[src/rtl/arb2_mux_ctrl.sv]
// Two-requester round-robin packet arbiter driving a shared valid/ready channel.
// Grants are held until the granted packet ends or MAX_BURST beats have transferred.
module arb2_mux_ctrl #(
    parameter int unsigned WIDTH     = 8,
    parameter int unsigned MAX_BURST = 4
) (
    input  logic             clk,
    input  logic             rst,
    input  logic             a_valid,
    input  logic             a_last,
    input  logic [WIDTH-1:0] a_data,
    output logic             a_ready,
    input  logic             b_valid,
    input  logic             b_last,
    input  logic [WIDTH-1:0] b_data,
    output logic             b_ready,
    output logic             out_valid,
    output logic [WIDTH-1:0] out_data,
    input  logic             out_ready,
    output logic             sel,
    output logic             busy
);

    localparam int unsigned CNT_W   = 4;
    localparam logic [CNT_W-1:0] MAX_CNT = CNT_W'(MAX_BURST);

    typedef enum logic [1:0] {
        IDLE  = 2'd0,
        GNT_A = 2'd1,
        GNT_B = 2'd2
    } state_t;

    state_t           state_q, state_d;
    logic [CNT_W-1:0] cnt_q, cnt_d;
    logic             last_b_q, last_b_d;   // 1 = B was served most recently
    logic             sel_q, sel_d;
    logic             busy_q, busy_d;

    logic             grant_last;
    logic             hs;
    logic             release_now;
    logic [CNT_W-1:0] cnt_inc;

    // Datapath mux and readies follow the registered grant
    always_comb begin
        out_valid  = 1'b0;
        out_data   = '0;
        a_ready    = 1'b0;
        b_ready    = 1'b0;
        grant_last = 1'b0;
        case (state_q)
            GNT_A: begin
                out_valid  = a_valid;
                out_data   = a_data;
                a_ready    = out_ready;
                grant_last = a_last;
            end
            GNT_B: begin
                out_valid  = b_valid;
                out_data   = b_data;
                b_ready    = out_ready;
                grant_last = b_last;
            end
            default: begin
                out_valid  = 1'b0;
            end
        endcase
    end

    assign hs          = out_valid & out_ready;
    assign cnt_inc     = cnt_q + CNT_W'(1);
    assign release_now = hs & (grant_last | (cnt_inc == MAX_CNT));

    // Next-state: arbitration in IDLE, release/hand-over while granted
    always_comb begin
        state_d  = state_q;
        cnt_d    = cnt_q;
        last_b_d = last_b_q;
        sel_d    = sel_q;
        busy_d   = busy_q;
        case (state_q)
            IDLE: begin
                if (a_valid && (!b_valid || last_b_q)) begin
                    state_d = GNT_A;
                    cnt_d   = '0;
                    sel_d   = 1'b0;
                    busy_d  = 1'b1;
                end else if (b_valid) begin
                    state_d = GNT_B;
                    cnt_d   = '0;
                    sel_d   = 1'b1;
                    busy_d  = 1'b1;
                end
            end
            GNT_A: begin
                if (release_now) begin
                    last_b_d = 1'b0;
                    cnt_d    = '0;
                    if (b_valid) begin
                        state_d = GNT_B;
                        sel_d   = 1'b1;
                    end else begin
                        state_d = IDLE;
                        busy_d  = 1'b0;
                    end
                end else if (hs) begin
                    cnt_d = cnt_inc;
                end
            end
            GNT_B: begin
                if (release_now) begin
                    last_b_d = 1'b1;
                    cnt_d    = '0;
                    if (a_valid) begin
                        state_d = GNT_A;
                        sel_d   = 1'b0;
                    end else begin
                        state_d = IDLE;
                        busy_d  = 1'b0;
                    end
                end else if (hs) begin
                    cnt_d = cnt_inc;
                end
            end
            default: begin
                state_d = IDLE;
                busy_d  = 1'b0;
            end
        endcase
    end

    always_ff @(posedge clk) begin
        if (rst) begin
            state_q  <= IDLE;
            cnt_q    <= '0;
            last_b_q <= 1'b1;
            sel_q    <= 1'b0;
            busy_q   <= 1'b0;
        end else begin
            state_q  <= state_d;
            cnt_q    <= cnt_d;
            last_b_q <= last_b_d;
            sel_q    <= sel_d;
            busy_q   <= busy_d;
        end
    end

    assign sel  = sel_q;
    assign busy = busy_q;

endmodule

[config.mk]
export PLATFORM = sky130hd
export DESIGN_NAME = arb2_mux_ctrl
export DESIGN_NICKNAME = d
export VERILOG_FILES = /design/src/rtl/arb2_mux_ctrl.sv
export SDC_FILE = /design/constraint.sdc
export NUM_CORES = 1
export LEC_CHECK = 0
export CORE_ASPECT_RATIO = 1.25
export CORE_MARGIN = 2
export CORE_UTILIZATION = 40
export CTS_CLUSTER_DIAMETER = 40
export DETAILED_ROUTE_END_ITERATION = 7
export PLACE_DENSITY = 0.79
export SLEW_MARGIN = 10
export SYNTH_ARGS = -nofsm -noshare
export SYNTH_HDL_FRONTEND = slang
export SYNTH_SLANG_ARGS = --single-unit
[constraint.sdc]
create_clock -name clk -period 2.4 [get_ports clk]
set_clock_uncertainty 0.15 [all_clocks]
set_input_delay 0.48 -clock clk [delete_from_list [all_inputs] [get_ports clk]]
set_output_delay 0.48 -clock clk [all_outputs]
set_load 0.005 [all_outputs]
==> results.py <==
metrics = {
    "logic_synthesis": {
        "syn_area_um2": 759,
        "synthCells": 96,
        "synth-seq-area-share_pct": 23.7,
        "yosys_warnings": 0,
        "synth_fp_nets": 125,
        "ys_ff_latch": 9,
        "synth_flop_cell": "dfxtp_1",
        "synth_edf_count": 0,
        "avgSynthCellArea_um2": 7.91,
        "yosysUniqueCellTypes": 35,
        "synthArstFlopShare_pct": 0,
    },
    "setup_path": {
        "required_ps": 1770,
        "crit_fanout": 7,
        "cp-end-kind": "output port",
        "crit_arrival_ps": 1700,
        "start_kind": "flop",
        "critical_path_class": "flop to output port",
    },
    "finish": {
        "area_growth_syn_to_layout_pct": 78.1,
        "postLayoutCellArea_um2": 1350,
        "nets": 178,
        "post-route-util_pct": 75.7,
        "antenna_cells": 0,
        "drive_gt1_share_pct": 25.0,
        "final_cells": 167,
        "nFillCells": 135,
    },
    "routing": {
        "final_antenna_net_count": 0,
        "dr.first_iter.drc_count": 26,
        "first_pass_iters": 4,
        "vias": 974,
        "route.final.wire_length_um": 2490,
        "drc": 0,
        "routed_via_density": 5.83,
        "wl_per_cell_um": 14.9,
    },
    "clocking": {
        "clk_pin_slew_ps": 70,
        "numCtsBuffers": 3,
        "clock_latency_ps": 270,
        "root_buffer": "clkbuf_4",
        "cts_tree": "yes",
        "htree_levels": 1,
        "cts_buffer_depth": 2,
        "cts.sinks": 9,
    },
    "sta": {
        "hold_viol_final": 0,
        "tightest_slew_ps": 393,
        "setup_viol": 0,
        "period_needed_ps": 2330,
        "slew_headroom_pct": 73.7,
        "final_max_slew_viol_count": 0,
        "min_period_over_period_pct": 96.9,
        "clock.fmax_mhz": 430,
        "rsz0062_at_grt": "no",
        "setup_slack_ps": 74.0,
    },
    "power_and_ir_drop": {
        "max-vdd-ir-drop_uv": 508,
        "power_density_nw_per_um2": 636,
        "total_leakage_power_nw": 0.610,
        "p_total_mw": 0.861,
    },
    "placement": {
        "place_ws_ps": -161,
        "dpl_cell_area_um2": 1220,
        "placed_cells": 159,
        "hpwl_um": 1800,
        "gp_congestion": 0.849,
        "io_buffers": 35,
    },
    "die": {
        "die_y_um": 52.7,
        "coreArea_um2": 1790,
        "pin_count": 36,
        "start_util_pct": 42.5,
        "dieArea_um2": 2270,
        "rows": 17,
        "dieWidth_um": 43.0,
    },
    "grt": {
        "grt_use_total_pct": 23.3,
        "grt_max_degree": 15,
        "grt_pass1_wl_um": 4000,
        "overflow": 0,
        "antenna_found_initial": 0,
        "grt_pass1_vias": 923,
    },
    "run_status": {
        "status": "completed",
    },
    "min_path": {
        "hp-class": "flop to flop",
    },
    "job": {
        "drv_cap": 0,
    },
}
## synth_stat cells, types with 3 or more instances
cell	n	area, um^2
nand2_1	8	30.0
clkbuf_1	3	11.3
and2_1	3	18.8
dfxtp_1	9	180
nor2_1	12	45.0
inv_1	5	18.8
a21oi_1	4	20.0
ha_1	6	75.1
a22oi_1	9	67.6
## area by class of cell
class                   count  area (um^2)  area share [%]
multi-input cells          76          583            43.1
repair buffers             54          513            37.9
flip-flops and latches      9          185            13.7
clock buffers               4         26.3            1.94
well taps                  19         23.8            1.76
inverters                   5         21.3            1.57
## kinds of logic after synthesis
kind of cell	count (synthesis)	synth area share [%]
mux	1	1.32
fa+ha+maj	6	9.88
buf+inv	11	5.77
compound gates	34	34.3
simple gates	35	25.0
flops	9	23.7
## layout by cell type (no fill, tap or decap), types with 2 or more instances in the layout
cell             Yosys  layout
clkdlybuf4s50_1      0      27
buf_4                0      17
nor2_1              12      12
nand2_1              8       8
a22oi_1              9       7
dfxtp_1              9       7
a21oi_1              4       4
dlygate4sd2_1        0       4
dlymetal6s2s_1       0       4
a22oi_2              1       3
and2_1               3       3
ha_4                 0       3
ha_1                 6       3
clkbuf_4             0       3
inv_2                0       2
nand2b_1             2       2
nor3b_1              2       2
inv_1                5       2
o21ai_0              2       2
nand3_1              2       2
o32ai_1              2       2
a31oi_1              2       2
a211o_1              2       2
o22ai_1              2       2
a21o_1               2       2
a32o_1               2       2
buf_8                0       2
## critical path: stages (launching register included)
cell and delay (ps):
dfxtp_2 330, buf_4 150, ha_4 180, buf_8 130, a22oi_2 140, nor2_1 60, clkdlybuf4s50_1 440
## path summary, 6_finish.rpt
path                                         startpoint                    end  slack [ps]  cells past startpoint
worst max register to register  state_q[1]$_SDFFE_PP0P_  cnt_q[3]$_SDFFE_PP0P_         140                      8
worst max-delay path            state_q[0]$_SDFFE_PP0P_            out_data[2]          70                      6
worst min-delay path              cnt_q[1]$_SDFFE_PP0P_  cnt_q[1]$_SDFFE_PP0P_         360                      2
worst min register to register    cnt_q[1]$_SDFFE_PP0P_  cnt_q[1]$_SDFFE_PP0P_         360                      2
## flip-flops by register name (all words and copies together) (netlist names)
name      cells
cnt_q         4
state_q       2
busy          1
last_b_q      1
sel           1
## what timing repair did
| item | 4_1_cts | 5_1_grt |
|---|---|---|
| endpoints found under the setup margin | 11 | 6 |
| pin swaps | 0 | 1 |
| hold buffers | 0 | 0 |
| resized for setup | 17 | 9 |
| setup buffers | 2 | 2 |
| endpoints found under the hold margin | 0 | 0 |
## power by group
| part | internal [mW] | switching (mW) | total [mW] | leakage (nW) |
|---|---|---|---|---|
| Combinational | 0.301 | 0.237 | 0.539 | 0.521 |
| Clock | 0.0645 | 0.0614 | 0.126 | 0.0150 |
| Sequential | 0.175 | 0.0215 | 0.196 | 0.0745 |
| Total | 0.540 | 0.320 | 0.861 | 0.610 |
## stage by stage
step	setup TNS, ps	hold WS (ps)
6_report	0	361
5_1_grt	0	395
4_1_cts	-30.9	364
3_5_place_dp	-257	355
3_3_place_gp	-143	340
2_1_floorplan	0	322
## per-layer routing
metal	vias to the layer above	global-route usage [%]	part of all wire (%)
met2	49	40.9	50
met1	451	26.5	39
met5	-	0	0
li1	467	-	-
met3	7	4.83	9.1
met4	0	11.6	2.3
Note: power is estimated with default switching activity, not from simulation.
